[config.mk]
export PLATFORM = sky130hd
export DESIGN_NAME = register_access_arbiter
export DESIGN_NICKNAME = d
export VERILOG_FILES = /design/src/rtl/register_access_arbiter.sv
export SDC_FILE = /design/constraint.sdc
export NUM_CORES = 1
export LEC_CHECK = 0
export BUFFER_PORTS_ARGS = -buffer_cell sky130_fd_sc_hd__buf_2
export CAP_MARGIN = 20
export CORE_MARGIN = 1.5
export CORE_UTILIZATION = 45
export DETAILED_ROUTE_END_ITERATION = 8
export PLACE_DENSITY = 0.76
export SYNTH_ARGS = -nofsm -noshare
export SYNTH_HDL_FRONTEND = slang
export SYNTH_SLANG_ARGS = --single-unit
[constraint.sdc]
create_clock -name clock -period 1.9 [get_ports clock]
set_input_delay 0.38 -clock clock [delete_from_list [all_inputs] [get_ports clock]]
set_output_delay 0.38 -clock clock [all_outputs]
set_load 0.005 [all_outputs]
[src/rtl/register_access_arbiter.sv]
// register_access_arbiter: round-robin, password-checked write arbiter for the left/right register pair
module register_access_arbiter #(
   parameter int MAX_FAILS = 3,
   parameter int LOCK_CYCLES = 8
) (
   input  logic       clock,
   input  logic       reset,
   input  logic [3:0] system_password,
   input  logic       req_a,
   input  logic       req_b,
   input  logic       sel_a,
   input  logic       sel_b,
   input  logic [3:0] pass_a,
   input  logic [3:0] pass_b,
   input  logic [3:0] data_a,
   input  logic [3:0] data_b,
   output logic       en_left,
   output logic       en_right,
   output logic [3:0] data_to_save,
   output logic       ack_a,
   output logic       ack_b,
   output logic       nack_a,
   output logic       nack_b,
   output logic       locked
);
   localparam int FW = $clog2(MAX_FAILS + 1);
   localparam int LW = $clog2(LOCK_CYCLES + 1);
   typedef enum logic [2:0] {IDLE, CHECK, WRITE, REJECT, LOCKOUT} state_t;
   state_t state, state_nx;
   logic ptr, gnt, sel_q, win_b;
   logic [3:0] pass_q, data_q;
   logic [FW-1:0] fails;
   logic [LW-1:0] lock_cnt;
   assign win_b = req_b & (~req_a | ptr);
   always_ff @(posedge clock or posedge reset)
      if (reset) state <= IDLE;
      else state <= state_nx;
   always_comb begin
      state_nx = state;
      case (state)
         IDLE:    state_nx = (req_a | req_b) ? CHECK : IDLE;
         CHECK:   state_nx = (pass_q == system_password) ? WRITE : REJECT;
         WRITE:   state_nx = IDLE;
         REJECT:  state_nx = (fails == FW'(MAX_FAILS)) ? LOCKOUT : IDLE;
         LOCKOUT: state_nx = (lock_cnt == '0) ? IDLE : LOCKOUT;
         default: state_nx = IDLE;
      endcase
   end
   always_ff @(posedge clock or posedge reset)
      if (reset) begin
         ptr <= 1'b0;
         gnt <= 1'b0;
         sel_q <= 1'b0;
         pass_q <= '0;
         data_q <= '0;
         fails <= '0;
         lock_cnt <= '0;
      end else begin
         if (state == IDLE && (req_a | req_b)) begin
            gnt <= win_b;
            ptr <= ~win_b;
            sel_q <= win_b ? sel_b : sel_a;
            pass_q <= win_b ? pass_b : pass_a;
            data_q <= win_b ? data_b : data_a;
         end
         if (state == CHECK)
            fails <= (pass_q == system_password) ? '0 :
                     (fails == FW'(MAX_FAILS)) ? fails : fails + FW'(1);
         if (state == REJECT) lock_cnt <= LW'(LOCK_CYCLES - 1);
         if (state == LOCKOUT) begin
            lock_cnt <= lock_cnt - LW'(1);
            if (lock_cnt == '0) fails <= '0;
         end
      end
   assign en_left = (state == WRITE) & ~sel_q;
   assign en_right = (state == WRITE) & sel_q;
   assign data_to_save = (state == WRITE) ? data_q : 4'b0000;
   assign ack_a = (state == WRITE) & ~gnt;
   assign ack_b = (state == WRITE) & gnt;
   assign nack_a = (state == REJECT) & ~gnt;
   assign nack_b = (state == REJECT) & gnt;
   assign locked = (state == LOCKOUT);
endmodule

==> flow_summary_export.csv, run 1 <==
group,metric,value,unit
sta,post-route-worst-setup-slack,83.5,ps
logic_synthesis,post_synth.cell_area_avg,9.12,um^2
critical_path,largest_driver_fanout_on_the_critical_path,12,
critical_path,path_length_in_cells_of_the_critical_path,3,
drt,drtPass1Iterations,4,
logic_synthesis,yosys_warnings,0,
global_routing,met3_usage,0.0311,
global_routing,grt_pass1_wl,3.95,mm
sta,finish_stage_setup_viols,0,
logic_synthesis,syn-num-nets,153,
final_layout,area_growth_syn_to_layout,19.4,%
floorplan,boundaryPins,37,
power_and_ir_drop,proportion_of_power_drawn_by_the_clock_network,0.105,
drt,post_drt_wl_per_cell,12.6,um
clock_tree,cts.repair_timing.setup_buffer_count,0,
sta,timing.fmax,551,MHz
hold_path,type_of_the_worst_min_delay_path,"in2async",
critical_path,worst-endpoint-arrival,1440,ps
floorplan,initial_core_util,0.468,
floorplan,die_y,53.5,um
sta,timing_hold_violations_final,0,
power_and_ir_drop,totalPowerFinal,1.82,mW
drt,ant_nets,0,
drt,first_iter_violations,20,
clock_tree,cts-resized-gates,0,
critical_path,timing.critical_path.cells,"or3b_4 > inv_1 > buf_2",
critical_path,top_family_by_delay_on_critical_path,"flip-flops",
final_layout,finalNetCount,190,
critical_path,crit_path_start_kind,"flip-flop",
place,io_buffer_count,36,
power_and_ir_drop,p_switching,0.726,mW
clock_tree,insertion_delay,300,ps
final_layout,insertedDiodeCount,0,
critical_path,type_of_the_worst_setup_path,"reg2out",
critical_path,worstSetupEndpoint,"locked",
critical_path,crit-reg2reg-capture,"gnt$_DFFE_PP0P_",
clock_tree,cts_tree,"yes",
power_and_ir_drop,ir_drop,0.000679,V
drt,detail_route.vias_per_cell,5.48,
critical_path,worst-r2r-cell-count,3,
logic_synthesis,synth_cell_types,35,
clock_tree,cts_root_buffer,"sky130_fd_sc_hd__clkbuf_4",
logic_synthesis,ys_seq_area_frac,0.436,
sta,final.period_utilization,0.956,
logic_synthesis,yosys_register_bits,20,
power_and_ir_drop,power_frac_seq,0.432,
global_routing,gr-usage-met2,0.319,
drt,routed_wl,2.42,mm
critical_path,critical_path.startpoint,"state[0]$_DFF_PP0_",
sta,slew_headroom,0.506,
critical_path,ff2ff_setup_slack,290,ps
critical_path,worst_setup_path_end_kind,"output port",
global_routing,grt_antenna_before_repair,0,
status,status,"finished clean",
global_routing,grt.overflow.total,0,
logic_synthesis,synthCells,126,
sta,period_minus_slack,1820,ps
global_routing,groute.layer.met1.usage,0.238,
critical_path,critPathRequiredTime,1520,ps
critical_path,worstReg2RegStart,"state[0]$_DFF_PP0_",
logic_synthesis,yosys.area.top_type,"sky130_fd_sc_hd__dfrtp_1",
clock_tree,cts.clk_slew.worst_paths,100,ps
power_and_ir_drop,p_leak,0.655,nW
sta,worst-slew-pin-transition,740,ps
place,pre_cts_ws,187,ps
critical_path,buffers_plus_inverters_on_the_worst_setup_path,2,
sta,slew_violations,0,
floorplan,die_x,53.5,um
clock_tree,ctsHtreeMaxLevel,1,
power_and_ir_drop,p_per_area,1330,nW/um^2
place,detailed_place_hpwl,1.89,mm
sta,clock_skew,1.93,ps
critical_path,cp_slowest_stage_delay,500,ps
logic_synthesis,yosys-top-cells-area,"sky130_fd_sc_hd__dfrtp_1 44%, sky130_fd_sc_hd__o21ai_0 7.0%, sky130_fd_sc_hd__nand3b_1 5.9%, sky130_fd_sc_hd__a21oi_1 5.2%, sky130_fd_sc_hd__a31oi_1 4.9%",
place,routabilityCongestion,0.803,
global_routing,pin_count_of_the_biggest_net_entering_global_routing,21,
final_layout,post_route_cells_drive_above_1_share,0.298,
power_and_ir_drop,intPower,1.10,mW
logic_synthesis,synth-edff-count,0,
clock_tree,postCtsHoldBufs,0,
global_routing,most_used_layer_global_route,"met2",
sta,rsz0062_at_grt,"false",
power_and_ir_drop,power.combinational.fraction,0.463,
logic_synthesis,synth_top_cell_area_share,0.436,
global_routing,groute.usage.overall,0.192,
drt,post_detailed_route_drc_marker_count,0,
clock_tree,ctsLongestPathBuffers,2,
logic_synthesis,cell_area_after_synthesis,1150,um^2
drt,detailroute.via_count,1046,
logic_synthesis,async_flop_share,1.00,
sta,totalNegativeSetupSlack,0,ps
floorplan,core_area,2450,um^2
global_routing,first_global_vias,957,
logic_synthesis,dominantRegCellSynth,"sky130_fd_sc_hd__dfrtp_1",
power_and_ir_drop,p_sw_frac,0.398,
run,cap_violations,0,
critical_path,timing.critical_path.slowest_stage_cell,"sky130_fd_sc_hd__dfrtp_1",
floorplan,placement_rows,18,
clock_tree,cts_inserted_buffers,3,
floorplan,floorplan.die_area,2860,um^2
clock_tree,clock-sinks,20,
synthesized netlist by cell type (2+ instances only):
master	count
sky130_fd_sc_hd__nor2b_1	2
sky130_fd_sc_hd__o22ai_1	2
sky130_fd_sc_hd__o21ai_0	16
sky130_fd_sc_hd__a31oi_1	9
sky130_fd_sc_hd__inv_1	8
sky130_fd_sc_hd__nor2_1	4
sky130_fd_sc_hd__nand2_1	5
sky130_fd_sc_hd__dfrtp_1	20
sky130_fd_sc_hd__nand3b_1	9
sky130_fd_sc_hd__nand2b_1	2
sky130_fd_sc_hd__buf_4	2
sky130_fd_sc_hd__xor2_1	4
sky130_fd_sc_hd__a21oi_1	12
sky130_fd_sc_hd__and2_1	7
sky130_fd_sc_hd__or3b_4	2
sky130_fd_sc_hd__clkbuf_1	2
sky130_fd_sc_hd__o211ai_1	2
worst min-delay path by stage:
| stage | slack (ps) | end | cells after the start | start |
|---|---|---|---|---|
| 2_1_floorplan | 340 | data_q[0]$_DFFE_PP0P_ | 1 | reset |
| 3_3_place_gp | 520 | lock_cnt[0]$_DFFE_PP0P_ | 2 | reset |
| 3_5_place_dp | 540 | lock_cnt[2]$_DFFE_PP0P_ | 2 | reset |
| 4_1_cts | 210 | lock_cnt[2]$_DFFE_PP0P_ | 2 | reset |
| 5_1_grt | 260 | lock_cnt[2]$_DFFE_PP0P_ | 2 | reset |
| 6_report | 200 | state[0]$_DFF_PP0_ | 2 | reset |
kinds of logic after synthesis:
logic type      synth area share
buf+inv                   0.0588
fa+ha+maj                 0.0109
mux                      0.00980
compound gates             0.224
flops                      0.436
simple gates               0.230
xor+xnor                  0.0305
through the flow:
stage,hold slack (ps),std cells,util,cell area [um^2]
detailed placement,542,188,0.549,1350
global placement,519,188,0.549,1350
floorplan,344,126,-,1150
finish,199,191,0.559,1370
CTS,212,191,0.559,1370
global route,258,191,0.559,1370
power by group through the flow:
stage          clock (mW)  combinational [mW]  sequential [mW]
2_1_floorplan           0               0.671            0.729
3_3_place_gp            0               0.813            0.789
3_5_place_dp            0               0.850            0.795
4_1_cts             0.199               0.849            0.788
5_1_grt             0.214               0.960            0.819
6_report            0.192               0.844            0.789
cells in the final DEF (no fill, tap or decap), drive strengths merged, types with 2 or more instances in the layout:
| cell | n |
|---|---|
| o22ai | 2 |
| dfrtp | 20 |
| nor2 | 4 |
| o211ai | 2 |
| or3b | 2 |
| xor2 | 4 |
| a31oi | 9 |
| nand3b | 9 |
| buf | 38 |
| o21ai | 16 |
| nand2 | 5 |
| inv | 8 |
| and2 | 7 |
| nand2b | 2 |
| a21oi | 12 |
| clkbuf | 3 |
| nor2b | 3 |
area by class of cell:
| class | count | area (um^2) |
|---|---|---|
| clock buffer | 3 | 22.5 |
| fill | 230 | 1080 |
| inverter | 9 | 35.0 |
| multi-input combinational | 91 | 581 |
| sequential | 20 | 500 |
| tap | 30 | 37.5 |
| timing repair buffer | 38 | 195 |
metal layers:
metal  share of wire  up-vias
met5               0        -
met4           0.025        0
met3           0.050        7
met2            0.49       36
met1            0.44      481
li1                -      522
flip-flops by register name, summed over array words and instances, names as in the netlist:
signal / cells
pass_q: 4
fails: 2
sel_q: 1
ptr: 1
data_q: 4
state: 3
gnt: 1
lock_cnt: 4
Power figures use the tool's default switching activity.
==> run 2: changes to the inputs <==
==> constraint.sdc (replaced) <==
create_clock -name clock -period 1.9 [get_ports clock]
set_input_delay 0.38 -clock clock [delete_from_list [all_inputs] [get_ports clock]]
set_output_delay 0.38 -clock clock [all_outputs]
set_load 0.01 [all_outputs]
==> run 2 against run 1 <==
Cell area unchanged. Routed wire length up 0.95%. Combinational power up 3.8%. Clock power down 5%. Die area unchanged. Largest cell class unchanged. Global-route usage up 1.3 points. Critical endpoint unchanged. Via count down 0.19%.
==> flow_summary_export.csv, run 2 (synthesized netlist as in run 1, its figures left out) <==
group,metric,value,unit
global_routing,first_global_vias,968,
clock_tree,ctsLongestPathBuffers,2,
sta,worst-slew-pin-transition,740,ps
floorplan,initial_core_util,0.468,
final_layout,layout_top_registers,"data_q x4, lock_cnt x4, pass_q x4",
critical_path,largest_driver_fanout_on_the_critical_path,12,
final_layout,post_route_cells_drive_above_1_share,0.298,
hold_path,type_of_the_worst_min_delay_path,"in2async",
critical_path,worstReg2RegStart,"state[0]$_DFF_PP0_",
floorplan,die_x,53.5,um
floorplan,floorplan.die_area,2860,um^2
final_layout,seq_area,500,um^2
sta,slew_headroom,0.506,
drt,routed_wl,2.44,mm
final_layout,fin_area,1370,um^2
clock_tree,cts_inserted_buffers,3,
critical_path,worst_setup_path_end_kind,"output port",
sta,timing.fmax,552,MHz
final_layout,most-common-layout-cells,"36 x sky130_fd_sc_hd__buf_2, 20 x sky130_fd_sc_hd__dfrtp_1, 16 x sky130_fd_sc_hd__o21ai_0, 12 x sky130_fd_sc_hd__a21oi_1",
critical_path,ff2ff_setup_slack,280,ps
critical_path,type_of_the_worst_setup_path,"reg2out",
global_routing,grt_pass1_wl,4.27,mm
sta,rsz0062_at_grt,"false",
place,area_after_detailed_placement,1350,um^2
final_layout,insertedDiodeCount,0,
clock_tree,cts_tree,"yes",
final_layout,finalNetCount,190,
global_routing,groute.usage.overall,0.205,
clock_tree,clock-sinks,20,
critical_path,worst-endpoint-arrival,1430,ps
place,detailed_place_hpwl,1.96,mm
power_and_ir_drop,p_per_area,1350,nW/um^2
critical_path,critPathRequiredTime,1520,ps
critical_path,crit_path_start_kind,"flip-flop",
clock_tree,ctsHtreeMaxLevel,1,
floorplan,die_y,53.5,um
drt,post_detailed_route_drc_marker_count,0,
drt,first_iter_violations,24,
clock_tree,cts.repair_timing.setup_buffer_count,0,
power_and_ir_drop,ir_drop,0.000777,V
drt,detail_route.vias_per_cell,5.47,
global_routing,grt_antenna_before_repair,0,
drt,ant_nets,0,
clock_tree,postCtsHoldBufs,0,
status,status,"finished clean",
sta,clock_skew,4.50,ps
sta,final.period_utilization,0.953,
sta,slew_violations,0,
clock_tree,cts-resized-gates,0,
sta,totalNegativeSetupSlack,0,ps
global_routing,grt.overflow.total,0,
sta,period_minus_slack,1810,ps
global_routing,pin_count_of_the_biggest_net_entering_global_routing,21,
sta,timing_hold_violations_final,0,
run,cap_violations,0,
sta,finish_stage_setup_viols,0,
power_and_ir_drop,p_leak,0.655,nW
drt,drtPass1Iterations,4,
clock_tree,insertion_delay,280,ps
floorplan,boundaryPins,37,
floorplan,core_area,2450,um^2
final_layout,fill_cells,252,
clock_tree,cts_root_buffer,"sky130_fd_sc_hd__clkbuf_4",
critical_path,crit-reg2reg-capture,"gnt$_DFFE_PP0P_",
critical_path,worst-r2r-cell-count,3,
final_layout,multi_input_area,581,um^2
drt,detailroute.via_count,1044,
final_layout,finalCoreUtilization,0.559,
floorplan,placement_rows,18,
final_layout,area_growth_syn_to_layout,19.4,%
final_layout,mostFrequentLayoutCell,"sky130_fd_sc_hd__buf_2",
drt,post_drt_wl_per_cell,12.8,um
place,routabilityCongestion,0.823,
clock_tree,cts.clk_slew.worst_paths,100,ps
place,io_buffer_count,36,
run 2: cell counts in the layout (fill, tap and decap cells not counted):
Identical to the previous run, type by type.
run 2: metal layers:
layer	global-route usage	wire length [um]
met5	0	0
met2	0.350	1200
met4	0.0513	15
met1	0.269	1110
met3	0.0339	109
run 2: cell type report:
type | instances | area share
Multi-Input combinational cell | 91 | 0.423
Sequential cell | 20 | 0.365
Timing Repair Buffer | 38 | 0.142
Tap cell | 30 | 0.0274
Inverter | 9 | 0.0255
Clock buffer | 3 | 0.0164
run 2: how the worst max path moves through the flow:
| stage | start | endpoint | slack (ps) | cells after the start |
|---|---|---|---|---|
| global placement | req_b | gnt$_DFFE_PP0P_ | 250 | 4 |
| floorplan | state[1]$_DFF_PP0_ | ack_b | 450 | 3 |
| global route | state[1]$_DFF_PP0_ | data_to_save[1] | 3 | 4 |
| finish | state[0]$_DFF_PP0_ | locked | 90 | 3 |
| detailed placement | req_b | gnt$_DFFE_PP0P_ | 190 | 4 |
| CTS | state[0]$_DFF_PP0_ | locked | 80 | 3 |
run 2: worst max-delay path, cell delays in order, from the launching register on:
cell                      delay (ps)
sky130_fd_sc_hd__dfrtp_1         500
sky130_fd_sc_hd__or3b_4          480
sky130_fd_sc_hd__inv_1            60
sky130_fd_sc_hd__buf_2           120
run 2: power breakdown:
| group | total (mW) | internal, mW | switching [mW] |
|---|---|---|---|
| Sequential | 0.794 | 0.613 | 0.180 |
| Clock | 0.183 | 0.0735 | 0.110 |
| Combinational | 0.876 | 0.413 | 0.463 |
run 2: stage by stage:
step / power [mW] / setup slack [ps] / hold slack, ps / instances
2_1_floorplan: 1.43 / 450 / 344 / 126
3_3_place_gp: 1.63 / 246 / 519 / 188
3_5_place_dp: 1.68 / 191 / 543 / 188
4_1_cts: 1.86 / 84.8 / 228 / 191
5_1_grt: 2.04 / 3.42 / 252 / 191
6_report: 1.85 / 88.5 / 204 / 191
==> run 3: changes to the inputs <==
--- a/config.mk
+++ b/config.mk
@@ -11,6 +11,7 @@
 export CORE_UTILIZATION = 45
 export DETAILED_ROUTE_END_ITERATION = 8
 export PLACE_DENSITY = 0.76
+export RECOVER_POWER = 50
 export SYNTH_ARGS = -nofsm -noshare
 export SYNTH_HDL_FRONTEND = slang
 export SYNTH_SLANG_ARGS = --single-unit
==> run 3 against run 2 <==
First-iteration DRC count unchanged. Critical path depth unchanged. Cell area down 0.18%. Non-clock buffer count unchanged. Sequential power is essentially flat. Setup slack improved by 0.72 ps. Global-route usage did not move. Combinational power decreased by 1%. Flip-flop and latch count did not move.
==> flow_summary_export.csv, run 3 (synthesized netlist as in run 1, its figures left out) <==
group,metric,value,unit
drt,drtPass1Iterations,4,
clock_tree,cts_root_buffer,"sky130_fd_sc_hd__clkbuf_4",
drt,first_iter_violations,24,
global_routing,grt.overflow.total,0,
sta,slew_headroom,0.506,
power_and_ir_drop,p_per_area,1340,nW/um^2
critical_path,critPathRequiredTime,1520,ps
drt,detailroute.via_count,1043,
place,io_buffer_count,36,
status,status,"finished clean",
floorplan,boundaryPins,37,
sta,finish_stage_setup_viols,0,
sta,clock_skew,4.34,ps
critical_path,critical_path.startpoint,"state[0]$_DFF_PP0_",
sta,final.period_utilization,0.953,
hold_path,type_of_the_worst_min_delay_path,"in2async",
final_layout,mostFrequentLayoutCell,"sky130_fd_sc_hd__buf_2",
sta,totalNegativeSetupSlack,0,ps
global_routing,groute.usage.overall,0.205,
global_routing,grt_antenna_before_repair,0,
floorplan,die_x,53.5,um
critical_path,largest_driver_fanout_on_the_critical_path,12,
global_routing,pin_count_of_the_biggest_net_entering_global_routing,21,
sta,post-route-worst-setup-slack,89.2,ps
drt,ant_nets,0,
clock_tree,postCtsHoldBufs,0,
power_and_ir_drop,power_frac_seq,0.431,
sta,worst_hold_slack,204,ps
place,area_after_detailed_placement,1350,um^2
final_layout,post_route_cells_drive_above_1_share,0.292,
critical_path,worstReg2RegStart,"state[0]$_DFF_PP0_",
power_and_ir_drop,p_sw_frac,0.409,
clock_tree,cts.repair_timing.setup_buffer_count,0,
sta,timing_hold_violations_final,0,
sta,rsz0062_at_grt,"false",
final_layout,layout_top_registers,"data_q x4, lock_cnt x4, pass_q x4",
drt,post_detailed_route_drc_marker_count,0,
power_and_ir_drop,totalPowerFinal,1.84,mW
critical_path,ff2ff_setup_slack,280,ps
clock_tree,cts-resized-gates,0,
critical_path,crit_path_start_kind,"flip-flop",
final_layout,fin_area,1370,um^2
clock_tree,ctsHtreeMaxLevel,1,
final_layout,area_growth_syn_to_layout,19.2,%
floorplan,floorplan.die_area,2860,um^2
floorplan,placement_rows,18,
floorplan,die_y,53.5,um
place,pre_cts_ws,191,ps
power_and_ir_drop,ir_drop,0.000765,V
clock_tree,cts_tree,"yes",
power_and_ir_drop,proportion_of_power_drawn_by_the_clock_network,0.100,
global_routing,grt_pass1_wl,4.27,mm
drt,post_drt_wl_per_cell,12.8,um
global_routing,first_global_vias,968,
clock_tree,cts.clk_slew.worst_paths,100,ps
run,cap_violations,0,
power_and_ir_drop,p_switching,0.752,mW
final_layout,fill_cells,251,
sta,slew_violations,0,
power_and_ir_drop,p_leak,0.655,nW
final_layout,most-common-layout-cells,"36 x sky130_fd_sc_hd__buf_2, 20 x sky130_fd_sc_hd__dfrtp_1, 16 x sky130_fd_sc_hd__o21ai_0, 12 x sky130_fd_sc_hd__a21oi_1",
floorplan,initial_core_util,0.468,
floorplan,core_area,2450,um^2
power_and_ir_drop,power.combinational.fraction,0.469,
final_layout,insertedDiodeCount,0,
critical_path,worst-endpoint-arrival,1430,ps
power_and_ir_drop,intPower,1.09,mW
place,detailed_place_hpwl,1.96,mm
critical_path,type_of_the_worst_setup_path,"reg2out",
drt,detail_route.vias_per_cell,5.46,
clock_tree,cts_inserted_buffers,3,
clock_tree,ctsLongestPathBuffers,2,
clock_tree,clock-sinks,20,
drt,routed_wl,2.45,mm
sta,period_minus_slack,1810,ps
final_layout,finalNetCount,190,
sta,worst-slew-pin-transition,740,ps
clock_tree,insertion_delay,280,ps
critical_path,worst_setup_path_end_kind,"output port",
place,routabilityCongestion,0.823,
sta,timing.fmax,552,MHz
-- run 3: metal layers --
layer	wire [um]	GRT usage	share of wire	vias to the layer above
met1	1110	0.269	0.45	488
met4	15	0.0513	0.0061	0
met2	1210	0.350	0.49	32
met3	109	0.0339	0.045	2
met5	0	0	0	-
li1	-	-	-	521
-- run 3: cell type report --
cell class / instances / area [um^2] / area share
clock buffer: 3 / 22.5 / 0.0165
inverter: 9 / 35.0 / 0.0256
multi-input combinational: 91 / 578 / 0.422
sequential: 20 / 500 / 0.366
tap: 30 / 37.5 / 0.0274
timing repair buffer: 38 / 195 / 0.143
-- run 3: worst paths after layout --
check / to / depth (start not counted)
worst max-delay path: locked / 3
min in group clock: pass_q[1]$_DFFE_PP0P_ / 3
worst min-delay path: sel_q$_DFFE_PP0P_ / 2
max in group asynchronous: state[0]$_DFF_PP0_ / 2
worst max register to register: gnt$_DFFE_PP0P_ / 3
worst min register to register: lock_cnt[0]$_DFFE_PP0P_ / 1
-- run 3: through the flow --
| step | std cells | util |
|---|---|---|
| after CTS | 191 | 0.559 |
| after floorplan | 126 | - |
| after global placement | 188 | 0.549 |
| after global routing | 191 | 0.558 |
| final | 191 | 0.558 |
| after detailed placement | 188 | 0.549 |
-- run 3: worst max-delay path, stage by stage, from the launching register on --
cell	delay, ps
sky130_fd_sc_hd__dfrtp_1	500
sky130_fd_sc_hd__or3b_4	480
sky130_fd_sc_hd__inv_1	60
sky130_fd_sc_hd__buf_2	120
-- run 3: power by group through the flow --
| stage | Clock, mW | Sequential, mW | Combinational, mW |
|---|---|---|---|
| 2_1_floorplan | 0 | 0.729 | 0.698 |
| 3_3_place_gp | 0 | 0.789 | 0.840 |
| 3_5_place_dp | 0 | 0.798 | 0.879 |
| 4_1_cts | 0.193 | 0.790 | 0.879 |
| 5_1_grt | 0.218 | 0.823 | 0.982 |
| 6_report | 0.183 | 0.793 | 0.864 |
